**src/rtl/irq_ctrl_pkg.sv**
```systemverilog
// irq_ctrl_pkg: definitions shared by the interrupt controller and its users.
//   - register select encoding for the 2-bit addr bus
//   - CTRL and VECT bit positions
//   - default number of interrupt source lines
package irq_ctrl_pkg;

  localparam int IRQ_CH_DEFAULT = 8;
  localparam int DATA_W         = 32;
  localparam int ID_W           = 3;

  // CTRL layout: GIE on bit 0, per-line EDGE select starting at bit 8
  localparam int CTRL_GIE_BIT   = 0;
  localparam int CTRL_EDGE_LSB  = 8;

  // VECT layout: winning index on bits [2:0], valid flag on bit 8
  localparam int VECT_VALID_BIT = 8;

  typedef enum logic [1:0] {
    REG_CTRL = 2'd0,
    REG_MASK = 2'd1,
    REG_PEND = 2'd2,
    REG_VECT = 2'd3
  } reg_sel_e;

endpackage : irq_ctrl_pkg

```
**src/rtl/irq_prio_enc.sv**
```systemverilog
// irq_prio_enc: combinational lowest-index-wins priority encoder.
// Ports:
//   req   - request vector, one bit per interrupt line
//   id    - index of the lowest set request bit (0 when none set)
//   valid - 1 when any request bit is set
module irq_prio_enc
  import irq_ctrl_pkg::*;
#(
  parameter int N = IRQ_CH_DEFAULT
) (
  input  logic [N-1:0]    req,
  output logic [ID_W-1:0] id,
  output logic            valid
);

  logic found_s;

  // Scan upward; the first set bit claims the id and blocks higher ones
  always_comb begin
    id      = 3'd0;
    found_s = 1'b0;
    for (int i = 0; i < N; i++) begin
      if (req[i] && !found_s) begin
        id      = 3'(i);
        found_s = 1'b1;
      end else begin
        found_s = found_s;
      end
    end
    valid = found_s;
  end

endmodule : irq_prio_enc

```
**src/rtl/irq_ctrl.sv**
```systemverilog
// irq_ctrl: memory-mapped interrupt controller with per-line level/edge
// triggering, mask, write-1-to-clear pending and a priority vector.
// Ports:
//   clk, reset       - clock and asynchronous active-high reset
//   cs_, as_, rw     - bus chip select / address strobe (active low), 1=read
//   addr, wr_data    - register select (CTRL/MASK/PEND/VECT) and write data
//   rd_data, rdy_    - registered read data and ready (active low)
//   irq_in           - interrupt source lines, active high, clk domain
//   cpu_irq, irq_id  - registered request to the CPU and winning index
module irq_ctrl
  import irq_ctrl_pkg::*;
#(
  parameter int IRQ_CH = IRQ_CH_DEFAULT
) (
  input  logic              clk,
  input  logic              reset,
  input  logic              cs_,
  input  logic              as_,
  input  logic              rw,
  input  logic [1:0]        addr,
  input  logic [DATA_W-1:0] wr_data,
  output logic [DATA_W-1:0] rd_data,
  output logic              rdy_,
  input  logic [IRQ_CH-1:0] irq_in,
  output logic              cpu_irq,
  output logic [ID_W-1:0]   irq_id
);

  logic              access_s;
  logic              wr_s;
  logic              rd_s;
  logic              gie_r;
  logic [IRQ_CH-1:0] edge_r;
  logic [IRQ_CH-1:0] mask_r;
  logic [IRQ_CH-1:0] pend_r;
  logic [IRQ_CH-1:0] prev_r;
  logic [IRQ_CH-1:0] set_s;
  logic [IRQ_CH-1:0] clr_s;
  logic [IRQ_CH-1:0] req_s;
  logic [ID_W-1:0]   win_id_s;
  logic              win_valid_s;
  logic [DATA_W-1:0] rd_mux_s;
  logic              wr_data_unused_s;

  // Bits of wr_data beyond the implemented fields are deliberately dropped
  assign wr_data_unused_s = ^wr_data;

  // Bus access decode
  always_comb begin
    access_s = ~cs_ & ~as_;
    wr_s     = access_s & ~rw;
    rd_s     = access_s & rw;
  end

  // Pending set sources: rising edge on edge lines, high level otherwise
  always_comb begin
    set_s = (edge_r & irq_in & ~prev_r) | (~edge_r & irq_in);
  end

  // Write-1-to-clear vector for PEND
  always_comb begin
    if (wr_s && (reg_sel_e'(addr) == REG_PEND)) begin
      clr_s = wr_data[IRQ_CH-1:0];
    end else begin
      clr_s = {IRQ_CH{1'b0}};
    end
  end

  assign req_s = pend_r & mask_r;

  irq_prio_enc #(
    .N (IRQ_CH)
  ) u_prio_enc (
    .req   (req_s),
    .id    (win_id_s),
    .valid (win_valid_s)
  );

  // Read mux; unimplemented bits read as zero
  always_comb begin
    rd_mux_s = 32'd0;
    case (reg_sel_e'(addr))
      REG_CTRL: begin
        rd_mux_s[CTRL_GIE_BIT]            = gie_r;
        rd_mux_s[CTRL_EDGE_LSB +: IRQ_CH] = edge_r;
      end
      REG_MASK: rd_mux_s[IRQ_CH-1:0] = mask_r;
      REG_PEND: rd_mux_s[IRQ_CH-1:0] = pend_r;
      REG_VECT: begin
        rd_mux_s[ID_W-1:0]       = irq_id;
        rd_mux_s[VECT_VALID_BIT] = win_valid_s;
      end
      default:  rd_mux_s = 32'd0;
    endcase
  end

  // CTRL and MASK registers
  always_ff @(posedge clk or posedge reset) begin
    if (reset) begin
      gie_r  <= 1'b0;
      edge_r <= {IRQ_CH{1'b0}};
      mask_r <= {IRQ_CH{1'b0}};
    end else if (wr_s) begin
      case (reg_sel_e'(addr))
        REG_CTRL: begin
          gie_r  <= wr_data[CTRL_GIE_BIT];
          edge_r <= wr_data[CTRL_EDGE_LSB +: IRQ_CH];
        end
        REG_MASK: mask_r <= wr_data[IRQ_CH-1:0];
        default:  mask_r <= mask_r;
      endcase
    end
  end

  // Pending latch and edge history; a set in the same cycle beats a clear
  always_ff @(posedge clk or posedge reset) begin
    if (reset) begin
      pend_r <= {IRQ_CH{1'b0}};
      prev_r <= {IRQ_CH{1'b0}};
    end else begin
      pend_r <= (pend_r & ~clr_s) | set_s;
      prev_r <= irq_in;
    end
  end

  // Registered bus response: ready after every access, data only after reads
  always_ff @(posedge clk or posedge reset) begin
    if (reset) begin
      rdy_    <= 1'b1;
      rd_data <= 32'd0;
    end else begin
      rdy_    <= ~access_s;
      rd_data <= rd_s ? rd_mux_s : 32'd0;
    end
  end

  // Registered interrupt outputs; irq_id holds its value when nothing wins
  always_ff @(posedge clk or posedge reset) begin
    if (reset) begin
      cpu_irq <= 1'b0;
      irq_id  <= 3'd0;
    end else begin
      cpu_irq <= gie_r & win_valid_s;
      if (win_valid_s) begin
        irq_id <= win_id_s;
      end
    end
  end

endmodule : irq_ctrl

```
**config.mk**
```make
export PLATFORM = sky130hd
export DESIGN_NAME = irq_ctrl
export DESIGN_NICKNAME = d
export VERILOG_FILES = /design/src/rtl/irq_ctrl_pkg.sv /design/src/rtl/irq_prio_enc.sv /design/src/rtl/irq_ctrl.sv
export SDC_FILE = /design/constraint.sdc
export NUM_CORES = 1
export LEC_CHECK = 0
export ABC_AREA = 1
export CAP_MARGIN = 20
export CORE_UTILIZATION = 46
export DETAILED_ROUTE_END_ITERATION = 10
export PLACE_DENSITY = 0.8
export SLEW_MARGIN = 20
export SYNTH_ARGS = -nofsm -noshare
export SYNTH_HDL_FRONTEND = slang
export SYNTH_HIERARCHICAL = 1
export SYNTH_SLANG_ARGS = --single-unit
```
**constraint.sdc**
```tcl
create_clock -name clk -period 2.2 [get_ports clk]
set_input_delay 0.44 -clock clk [delete_from_list [all_inputs] [get_ports clk]]
set_output_delay 0.44 -clock clk [all_outputs]
set_load 0.01 [all_outputs]
```
**Word-level counts from Yosys, hierarchy flattened**

Cells that the tools add are included.

- Equality and inequality tests: 3
- Multiplexer cells: 22
- Reduce and logical (&&, ||, !) cells: 18
- Bitwise operators: 18

Operators by type and width:

| kind | number |
|---|---|
| 8-bit AND | 5 |
| 8-bit inverter | 3 |
| 16-bit 2-to-1 mux | 1 |
| 8-bit OR | 2 |
| 3-bit 2-to-1 mux | 4 |
| 5-bit case mux with 2 select lines | 1 |
| 1-bit 2-to-1 mux | 9 |
| 1-bit logical AND | 8 |
| 8-bit 2-to-1 mux | 1 |
| 1-bit logical NOT | 7 |
| 7-bit 2-to-1 mux | 1 |
| 2-bit case mux with 3 select lines | 1 |
| 1-bit AND | 4 |
| 2-bit == test (second input constant) | 2 |
| 2-bit 2-to-1 mux | 2 |
| 1-bit inverter | 4 |
| 1-bit case mux with 4 select lines | 1 |
| 2-bit AND reduction | 2 |
| 2-bit by 1-bit == test with 1-bit output (second input constant) | 1 |
| 2-bit logical NOT | 1 |
| 1-bit case mux with 2 select lines | 1 |

- Register bits after elaboration: 54
- Word-level logic and storage cells: 70
- Bits of input ports: 47

**Longest topological paths before layout**

Gate-level depths: netlist of run 1.

- Depth in word-level cells: 25
- Mapped depth: 10

**Hierarchy**

Netlist of run 1, hierarchy kept.

Modules (own cells, without submodules):

| module | times used | cells each | area an instance (um^2) |
|---|---|---|---|
| irq_ctrl | 1 | 269 | 2446.1 |
| irq_prio_enc | 1 | 22 | 108.9 |

**Worst setup path before layout of run 1**

No wires, ideal clock.

- Path kind: register to register
- From: register pend_r[3]
- To: register irq_id[0]
- Period minus slack after synthesis: 1.349 ns
- Data arrival time: 1.225 ns
- Slack: 0.851 ns
- Library setup time: 0.125 ns
- Required time: 2.075 ns
- Stages on the path, launching flop included: 8
- Cells stage by stage: dfrtp_1 -> nand2_1 -> inv_1 -> nor2_2 -> nand3_2 -> nor2_2 -> nand3_1 -> mux2_2

- Cells in the longest elaborated chain, start to end: 15

Ends and longest elaborated chain:

| element | line | text |
|---|---|---|
| start: declaration | irq_ctrl.sv:35 | `logic [IRQ_CH-1:0] pend_r;` |
| start signal: assignment | irq_ctrl.sv:118 | `pend_r <= {IRQ_CH{1'b0}};` |
| start signal: assignment | irq_ctrl.sv:121 | `pend_r <= (pend_r & ~clr_s) \| set_s;` |
| 8-bit AND * | irq_ctrl.sv:69 | `assign req_s = pend_r & mask_r;` |
| net req_s[3] | irq_ctrl.sv:39 | `logic [IRQ_CH-1:0] req_s;` |
| 1-bit logical AND * | irq_prio_enc.sv:23 | `if (req[i] && !found_s) begin` |
| 1-bit 2-to-1 mux * | irq_prio_enc.sv:23 |  |
| 1-bit logical NOT | irq_prio_enc.sv:23 |  |
| 1-bit logical AND | irq_prio_enc.sv:23 |  |
| 1-bit 2-to-1 mux * | irq_prio_enc.sv:23 |  |
| 1-bit logical NOT | irq_prio_enc.sv:23 |  |
| 1-bit logical AND | irq_prio_enc.sv:23 |  |
| 1-bit 2-to-1 mux * | irq_prio_enc.sv:23 |  |
| 1-bit logical NOT | irq_prio_enc.sv:23 |  |
| 1-bit logical AND | irq_prio_enc.sv:23 |  |
| 1-bit 2-to-1 mux * | irq_prio_enc.sv:23 |  |
| 1-bit logical NOT | irq_prio_enc.sv:23 |  |
| 1-bit logical AND | irq_prio_enc.sv:23 |  |
| 1-bit 2-to-1 mux * | irq_prio_enc.sv:23 |  |
| net win_valid_s | irq_ctrl.sv:41 | `logic win_valid_s;` |
| end signal: assignment | irq_ctrl.sv:145 | `irq_id <= win_id_s;` |
| end: declaration | irq_ctrl.sv:26 | `output logic [ID_W-1:0] irq_id` |

The timed path passes the listed nets; every way through them passes the cells marked *.
A chain may end at the register's enable or synchronous reset.

**Worst setup path in the final report of run 1**

- From: register rdy_
- To: output port rdy_

RTL lines:

| element | line | text |
|---|---|---|
| start: declaration | irq_ctrl.sv:23 | `output logic rdy_,` |
| start signal: assignment | irq_ctrl.sv:132 | `rdy_ <= ~access_s;` |

No word-level cell between the ends.

==> run summary, run 1 <==
At the end of routability-driven placement, the weighted congestion stood at 0.8807. Pin slew with the least headroom to its limit: 0.5774 ns. Critical path endpoint: rdy_. Data on the critical path arrives at its endpoint at 1.35 ns.

The worst setup path is captured at an output pin. The logs give 5238 um2 for the area inside the core boundary and 27 for the unique cell type count in the Yosys netlist. 0 antenna diodes ended up in the layout. Wires add up to 4657 um. In this run, the number of DRC markers left after iteration 0 of detailed routing was 59.

The worst register-to-register path has a depth of 7. Number of nets in the finished design: 397. The logs give 55 for the pin count of the biggest net entering global routing and 0 for the max-capacitance violation count. The logs give 1833 for the via count and 0.1767 for the overall global routing resource usage.

The smallest clock period supported by the final layout is computed as 1.789 ns. For the total CTS buffers, the log shows 5. The number of hold buffers added after CTS was 0.

The fraction of final layout cells sized beyond drive strength 1 is 0.09249, and the average footprint of a synthesized cell is 8.780 um2. Traced cell by cell, the critical path runs through clkdlybuf4s50_1. For this design the ratio of total power to cell area is 768.1 nW/um2.

The flow ran to the end, and the final reports show no timing, DRC or antenna violations. For the final sum of negative setup slack, the log shows 0 ns. Post-CTS repair changed the size of 0 cells. In this run the critical register-to-register path is captured at irq_id[0].

Static leakage: 1.683 nW. The critical path starts at rdy_. The synthesis warning total came out at 6. The synthesized netlist occupies a cell area of 2555 um2.

The H-tree level count came out at 2. The cell count along the critical path was 1. During placement, the flow inserted port buffers numbering 51.

Detailed placement ended at an HPWL of 3368 um. The tools report the effective utilization at floorplan as 0.4878. The tools report the origin of the critical flop-to-flop path as pend_r[1].

Broken down by cell family, the worst path's largest delay share belongs to flip-flops. After detailed routing, the average wire length per cell comes to 11.19 um. 84 I/O pins were placed. The clock transition at the registers of the reported paths is 0.10 ns. Based on the critical path, the design can be clocked at up to 558.8 MHz. The logs give 7948 um for the wire length of the first global-routing pass and 0 for the initial antenna violation count. The tree is rooted in a clkbuf_8.

The placed instance area is 3084 um2, and the share of the yosys chip area belonging to registers is 0.5294. The worst-case clock skew came out at 0.006867 ns. Dividing the detail-routed via count by the number of cells gives 4.406. The die extent in x is 76.53 um.

The category of the worst setup path launch point is a flip-flop. For the worst setup path, the data required time is 1.76 ns. The tools report the hold violation total from the final report as 0.

The setup path with the least slack is of type reg2out. The number of sinks driven by the clock tree is 54. The worst min-delay path class was in2async. The DRC violation count after routing is 0.

For the synthesized instance count, the log shows 291. The logs give 1787 for the number of global-route vias before repair and 3227 um2 for the post-route cell area. The slowest library cell on the worst path was dfstp_2. The number of buffer and inverter stages on the critical path came out at 1. The tools report the worst-case headroom to the max-slew limit as 0.6151. The area added between synthesis and finish was 26.30%; the count of nets left with antenna violations after detail routing was 0. Setup repair after global routing left no endpoint under its margin.

The die is 76.53 um tall. The floorplan step defined a die boundary enclosing 5856 um2. After synthesis the netlist holds a flip-flop and latch count of 54. The worst-case clock buffer depth came out at 2.

After clock tree synthesis, the setup repair step added 0 buffers. The logs give 26 for the standard-cell row count and 0 for the count of endpoints failing setup in the final report. In this design, the stage delay of the slowest critical-path cell is 0.52 ns. The run gives 0 as the number of slew-limit violations in the final report. Post-route clock period utilization: 0.8134. The peak ir drop on the vdd network is 0.0004712 V, and the insertion delay to the later sink of the worst-skew pair is 0.31 ns. After global routing the overflow that remains totals 0. The worst-path maximum fanout is 1. TritonCTS built the clock tree. Across all register-to-register paths, the minimum setup slack is 0.67 ns. For this run, the detailed router's first-pass iteration total came to 4.
Yosys cell counts, drive strengths merged:
master | n | area [um2]
dfstp | 1 | 26.28
a41oi | 1 | 8.760
o21ai | 19 | 110.1
clkbuf | 1 | 5.000
nand2 | 94 | 367.8
a21oi | 3 | 15.01
nor2 | 26 | 128.9
mux2 | 3 | 33.78
inv | 48 | 185.2
buf | 22 | 175.2
nand3 | 4 | 42.54
dfrtp | 53 | 1326
o211ai | 1 | 7.510
conb | 1 | 3.750
ha | 5 | 62.56
nand4 | 9 | 56.30
report_power, final:
| group | internal (W) | switching [W] | leakage [nW] |
|---|---|---|---|
| clock network | 0.000485 | 0.000316 | 0.0714 |
| registers | 0.00110 | 0.0000744 | 0.664 |
| logic | 0.000237 | 0.000266 | 0.947 |
| total | 0.00182 | 0.000657 | 1.68 |
worst min-delay path by stage:
stage	slack [ns]	from	endpoint
finish	0.48	reset	rd_data[12]
global route	0.51	reset	rd_data[14]
CTS	0.50	reset	rd_data[14]
detailed placement	0.48	prev_r[0]	pend_r[0]
global placement	0.48	prev_r[2]	pend_r[2]
floorplan	0.46	gie_r	cpu_irq
per-layer routing:
| metal | vias up | GRT usage | wire, um |
|---|---|---|---|
| li1 | 951 | - | - |
| met1 | 826 | 0.2192 | 2080 |
| met2 | 48 | 0.2946 | 2239 |
| met3 | 8 | 0.03832 | 249 |
| met4 | 0 | 0.08077 | 88 |
| met5 | - | 0 | 0 |
registers in the layout (all words and copies together) (netlist names):
signal,flops
rd_data,16
edge_r,8
mask_r,8
pend_r,8
prev_r,8
irq_id,3
cpu_irq,1
gie_r,1
rdy_,1
stage by stage:
step                cells  power [W]  hold slack [ns]  utilization  setup slack [ns]
floorplan             306   0.001515           0.4586            -            0.4471
global placement      408   0.001682           0.4805       0.5889            0.2128
detailed placement    408   0.001701           0.4828       0.5889            0.1392
CTS                   416   0.002499           0.4953       0.6161            0.4015
global route          416   0.002623           0.5114       0.6161            0.3749
finish                416   0.002479           0.4826       0.6161            0.4106
cell usage in the layout, fill, tap and decap left out, types with 2 or more instances in the layout:
cell type | netlist | final
nor2_1 | 21 | 21
o21ai_2 | 4 | 4
nand2_1 | 92 | 92
nor2_2 | 3 | 3
buf_12 | 0 | 2
ha_1 | 5 | 5
nand3_2 | 2 | 2
clkbuf_8 | 0 | 6
conb_1 | 1 | 16
dfrtp_1 | 53 | 53
clkdlybuf4s50_1 | 0 | 51
a21oi_1 | 3 | 3
o21ai_1 | 14 | 14
buf_4 | 16 | 2
mux2_2 | 3 | 3
nand2_4 | 2 | 2
bufinv_16 | 0 | 2
inv_1 | 47 | 46
nand4_1 | 9 | 9
layout make-up:
class / instances / area (um2)
Fill cell: 466 / 2011
Clock inverter: 2 / 60.06
Timing Repair Buffer: 55 / 565.5
Sequential cell: 54 / 1353
Multi-Input combinational cell: 181 / 893.4
Clock buffer: 6 / 82.58
Tap cell: 70 / 87.58
Inverter: 48 / 185.2
tightest hold or removal path: stages:
cell and delay [ns]:
clkdlybuf4s50_1 0.41, inv_2 0.07, buf_12 0.26
cell families (layout without fill, tap and decap cells):
logic type / after synthesis / after routing / synth area share
multiplexers: 3 / 3 / 0.01322
AND/OR/NAND/NOR: 133 / 133 / 0.2331
AO/OA/AOI/OAI: 24 / 24 / 0.05534
adder cells (fa/ha/maj): 5 / 5 / 0.02449
flip-flops: 54 / 54 / 0.5294
other: 1 / 16 / 0.001468
buffers and inverters: 71 / 111 / 0.1430
Power figures use the tool's default switching activity.
==> inputs of run 2 (changes only) <==
CORE_UTILIZATION = 41   (was 46)
PLACE_DENSITY = 0.76   (was 0.8)
clock period = 1.6 ns   (was 2.2 ns; I/O delays follow)
==> run 2 against run 1 <==
Against the previous run:
- global-route usage is 1.1 points lower
- clock-buffer cell count is 1 lower
- flip-flop and latch count did not move
- critical path depth unchanged
- wire length increased by 5.0%
- clock power fell by 3.1%
- worst setup slack worse by 0.36 ns
- register-to-register slack got worse by 0.55 ns
- sequential power grew 38%
- largest cell class unchanged
- largest power group unchanged
- highest routed layer unchanged
==> run summary, run 2 (synthesis gave the netlist of run 1 again) <==
The flow ran to the end, and the final reports show no timing, DRC or antenna violations. The power density normalized to cell area works out to 945.4 nW/um2. The effective utilization at floorplan came out at 0.4290. The clock passes through at most 2 buffers. Max-cap violations in this run came to 0. The switching share of total power is 0.3014. The minimum setup slack among reg-to-reg paths came out at 0.12 ns. In the layout the commonest cells are nand2_1, dfrtp_1, clkdlybuf4s50_1. The logs give 0 for the number of slew-limit violations in the final report and 588 for the filler cell count in the final layout. The run gives 0.002198 W as the internal power of the cells. Setup violations remaining at the end of the flow were counted as 0.

Hold violation total from the final report: 0. For this design the total switching power over the nets is 0.0009484 W. The number of cell instances on the worst register-to-register path was 7.

Category of the worst setup path launch point: a flip-flop. The completed layout was analyzed and its total power is 0.003146 W. The run gives 1932 as the via count. Counting the buffers created by CTS gives 5.

The flip-flop count of the largest register, all copies and words added is 16, and the count of non-filler cells in the finished layout is 433. The tools report the part of the power in the clock network as 0.247. In the final layout, the multi-input gates occupy 903.4 um2.

In the routed design, unresolved DRC markers number 0. The per-cell routed wire length was 11.30 um; the peak ir drop on the vdd network was 0.0005878 V. The number of nets in the finished design came out at 409. The logs give 0.1655 for the overall global routing resource usage and 646.7 MHz for the maximum clock frequency.

The die extent in x is 80.94 um, and the H-tree level count is 2. Worst min-delay path class: in2async. The floorplan step defined a core boundary enclosing 5956 um2. The clock net in this run drives a total of 54 sinks. The insertion delay to the later sink of the worst-skew pair was 0.32 ns; the height of the chip was 80.94 um. The routed design has 4891 um of wire.

The via-per-instance ratio was 4.462; the die outline area was 6551 um2. The minimum clock period after layout works out to 1.546 ns. The maximum cell stage delay along the critical path is 0.55 ns, and the static leakage is 1.742 nW. Classification of the worst setup path: reg2out.

Detailed placement finished with a half-perimeter wire length of 3744 um. The number of buffer and inverter stages on the critical path works out to 1. The detail route stage leaves a number of antenna-violating nets equal to 0. The run gives 84 as the number of top-level design ports. Data on the critical path is required at its endpoint by 1.28 ns.

Final RePlAce weighted congestion: 0.8806. The finished cells cover 3328 um2. Entering global routing, the biggest net connects 24 pins. TritonCTS built the clock tree. Walking the worst path, the cells encountered are clkdlybuf4s50_1.

0 antenna diodes ended up in the layout. Among all stages on the critical path, the largest delay is contributed by clkdlybuf4s50_1. The register with the most flip-flops in the final layout is rd_data. In this run the cell area measured after placement is 3199 um2. The post-route clock period utilization is 0.9664, and the number of hold buffers added after CTS is 0. The combinational group share of total power is 0.241, and the initial antenna violation count is 0.

The fraction of final layout cells sized beyond drive strength 1 was 0.1257. The sequential share of power is 0.512, and the arrival time at the worst endpoint is 1.23 ns. The quantity of I/O buffers inserted on ports works out to 51. The iteration-0 DRC count of the detailed router is 100, and the area added between synthesis and finish is 30.26%.

In this run the worst path has a maximum fanout of 3. The global route total overflow came out at 0. In this run the core area contains 28 standard-cell rows. The run gives 0.01542 ns as the worst-case clock skew. The root buffer cell chosen for the clock tree is clkbuf_8. The sequential standard cell area was 1353 um2; the clock transition at the registers of the reported paths was 0.10 ns. The endpoint of the worst register-to-register path was irq_id[0].

The first global-routing pass estimated 8155 um of wire. The library cell used most frequently in the layout, excluding fill and tap cells, is nand2_1. The kind of cell with the highest combined delay on the critical path is buffers and inverters. The worst setup path is captured at an output pin. Before antenna repair, the detailed router went through 4 iterations. Setup repair after global routing left no endpoint under its margin. The number of global-route vias before repair is 1824.

Including well taps, the total number of placed cells is 422. Origin of the critical flop-to-flop path: pend_r[2].
[run 2: timing repair]
action / 4_1_cts / 5_1_grt
buffers inserted: 0 / 3
pin swaps: 0 / 2
gates resized for setup: 1 / 3
setup endpoints to repair: 1 / 6
cloned: 0 / 0
[run 2: power by group through the flow]
stage	combinational (W)	sequential, W	clock [W]
after floorplan	0.000442	0.00164	0
after global placement	0.000705	0.00164	0
after detailed placement	0.000729	0.00164	0
after CTS	0.000731	0.00161	0.000798
after global routing	0.000855	0.00163	0.000850
final	0.000759	0.00161	0.000776
[run 2: stage by stage]
stage / setup slack (ns) / hold slack [ns] / TNS, ns / utilization
floorplan: 0.2507 / 0.3514 / 0 / -
global placement: -0.1685 / 0.4812 / -4.152 / 0.5372
detailed placement: -0.2166 / 0.4901 / -5.436 / 0.5372
CTS: 0.02380 / 0.3229 / 0 / 0.5529
global route: 0.01377 / 0.3349 / 0 / 0.5588
finish: 0.05379 / 0.3179 / 0 / 0.5588
[run 2: cell type report]
type                    instances  share of cell area
clock buffers                   5             0.02068
clock inverters                 3            0.007895
repair buffers                 67              0.2086
multi-input cells             181              0.2714
inverters                      48             0.05677
flip-flops and latches         54              0.4064
well taps                      75             0.02820
[run 2: worst max path at each step]
stage          slack [ns]       from  cells past startpoint    endpoint
3_5_place_dp        -0.22    addr[0]                      8  rd_data[5]
2_1_floorplan        0.25  pend_r[3]                      7   irq_id[0]
5_1_grt              0.01  pend_r[2]                      7   irq_id[2]
4_1_cts              0.02  irq_id[2]                      1   irq_id[2]
3_3_place_gp        -0.17    addr[0]                      8  rd_data[3]
6_report             0.05  irq_id[0]                      1   irq_id[0]
[run 2: metal layers]
layer	vias up	GRT usage	part of all wire
li1	982	-	-
met1	890	0.1970	0.42
met2	53	0.2916	0.51
met3	7	0.03933	0.058
met4	0	0.05536	0.012
met5	-	0	0
==> inputs of run 3 (changes only) <==
CORE_UTILIZATION = 56   (was 41)
DONT_BUFFER_PORTS = 1   (was not set)
PLACE_DENSITY = 0.74   (was 0.76)
==> run 3 against run 2 <==
Against the previous run:
- cell area down 20%
- largest cell class unchanged
- largest power group unchanged
- global-route usage rose by 2.6 points
- via count decreased by 14%
- clock skew down 0.011 ns
- combinational power down 35%
- first-iteration DRC count grew 49%
==> run summary, run 3 (synthesis gave the netlist of run 1 again) <==
The number of setup buffers added after CTS is 0. The run finished with clean final reports. The launching instance or port of the critical path was pend_r[3].

The commonest non-fill, non-tap cell in the layout is nand2_1. The run gives 0 as the DRC violation count after routing. CTS placed an instance of clkbuf_8 at the clock tree root. After the first detailed-routing iteration, the DRC count stood at 149.

End point of the most critical hold path: prev_r[4]. For the routed wire length on met3, the log shows 240 um. The register with the most flip-flops in the layout has 16 of them. The floorplan step set the die width to 69.55 um. In this run the remaining antenna-violating nets after routing total 0. At the worst endpoint, the required time is 1.79 ns. In the detailed route, the total length drawn on met2 is 1933 um. The effective utilization at floorplan came out at 0.5828.

In this run the worst hold path is classified as in2reg. The cell depth of the worst min-delay path is 0. The kind of cell with the highest combined delay on the critical path was simple AND/OR/NAND/NOR gates. On the critical path, the stage with the largest delay is an instance of dfrtp_1. The first-pass iteration count of the detailed router came out at 4. The number of cell instances on the worst register-to-register path was 7. In the layout the commonest cells are nand2_1, dfrtp_1, inv_1. The critical path goes through nand2_1, inv_1, nor2_2, nand3_2, nor2_2, nand3_2, mux2_2. H-tree level count: 2. The largest register by flop count was rd_data. Clock transition at the registers of the reported paths: 0.09 ns. The repair_antennas step left the layout with diodes totalling 0.

The detailed router placed 1666 vias in this run. The quantity of I/O buffers inserted on ports is 0, and the number of top-level design ports is 84. Data on the critical path arrives at its endpoint at 1.64 ns. Category of the worst setup path launch point: a flip-flop. The max-capacitance violation count came out at 0. The worst-path maximum fanout came out at 5.

In this run the critical register-to-register path is captured at irq_id[0]. Setup repair after global routing left no endpoint under its margin. The clock passes through at most 2 buffers. By startpoint and endpoint, the worst setup path is classified as reg2reg.

The maximum cell stage delay along the critical path was 0.41 ns; the hold violation total from the final report was 0. Across the VDD grid, the largest voltage drop is 0.0007139 V. Global route total overflow: 0.

The number of buffer and inverter stages on the critical path was 1; the worst-case clock skew was 0.004878 ns. Dividing the detail-routed via count by the number of cells gives 4.760. STA classifies the critical path endpoint as a flip-flop.

The die is 69.55 um tall. Fraction of final layout cells sized beyond drive strength 1: 0.1174. The start point of the worst hold path was irq_in[4]. After the last flow step, the layout net total stands at 349.

The initial antenna violation count was 0; the number of slew-limit violations in the final report was 0. Derived from the worst setup path, the maximum achievable clock frequency is 690.6 MHz. The minimum clock period after layout is 1.448 ns, and the total CTS buffers is 5. Leaving out filler cells and counting taps, the final layout contains 350. The logs give 0 for the count of endpoints failing setup in the final report and 0.30 ns for the insertion delay to the later sink of the worst-skew pair. After floorplanning, the core was sized to cover 4384 um2. Post-route clock period utilization: 0.9050. Hold timing on the final database bottoms out at a slack of 0.03187 ns.

The tools report the origin of the critical flop-to-flop path as pend_r[3]. The die outline area was 4837 um2. The standard-cell row count is 24, and the number of global-route vias before repair is 1555. For the pin count of the biggest net entering global routing, the log shows 41.

The first global-routing pass estimated 7182 um of wire. Top routing layer in use: met4. After routing, the total negative slack on setup checks comes to 0 ns. For the total wire length, the log shows 4147 um. The run gives 0.1914 as the overall global routing resource usage. The static leakage is 1.472 nW, and the final RePlAce weighted congestion is 0.7830. The run gives 54 as the number of sinks driven by the clock tree. The run gives 3021 um as the detailed-placement wirelength estimate. Dividing the detail-routed wire length by the instance count gives 11.85 um. The run gives 1907 um as the met1 wire length. Compared with the post-synthesis result, the final layout area differs by 4.408%. TritonCTS built the clock tree. For flop-to-flop paths, the worst setup slack is 0.15 ns. For this design the ratio of total power to cell area is 1092 nW/um2. Counting tap cells, the placed design contains a total of 341 instances.
==> run 3: worst max-delay path by stage <==
| stage | endpoint | depth (start not counted) |
|---|---|---|
| after global placement | irq_id[1] | 7 |
| after floorplan | irq_id[0] | 7 |
| after CTS | irq_id[0] | 7 |
| final | irq_id[0] | 7 |
| after detailed placement | irq_id[0] | 7 |
| after global routing | irq_id[0] | 7 |
==> run 3: metrics by stage <==
step	util	instance area, um2	total power [W]	setup slack, ns
final	0.6084	2668	0.002912	0.1520
after detailed placement	0.5833	2557	0.002157	0.1121
after CTS	0.6073	2663	0.002939	0.08722
after global routing	0.6084	2668	0.003087	0.02000
after floorplan	-	2615	0.002084	0.2507
after global placement	0.5833	2557	0.002136	0.1160
==> run 3: power by group <==
group          internal (W)  switching, W
Clock              0.000348      0.000429
Combinational      0.000190      0.000301
Sequential          0.00151      0.000131
==> run 3: cell type report <==
type	instances	area [um2]
sequential	54	1353
clock buffer	6	82.58
timing repair buffer	7	67.56
inverter	48	188.9
clock inverter	2	12.51
fill	390	1717
multi-input combinational	181	898.4
tap	52	65.06
==> run 3: worst register-to-register path: stages, from the launching register on <==
cell	delay [ns]
dfrtp_1	0.41
nand2_1	0.08
inv_1	0.07
nor2_2	0.13
nand3_2	0.10
nor2_2	0.12
nand3_2	0.14
mux2_2	0.30
==> run 3: per-layer routing <==
layer | vias up | global-route usage
li1 | 858 | -
met2 | 47 | 0.2913
met3 | 7 | 0.05814
met5 | - | 0
met1 | 754 | 0.2581
met4 | 0 | 0.07483
==> run 3: what timing repair did <==
| action | CTS | global route |
|---|---|---|
| hold buffers | 1 | 0 |
| hold endpoints to repair | 13 | 0 |
| resized for setup | 0 | 1 |
| endpoints found under the setup margin | 0 | 4 |
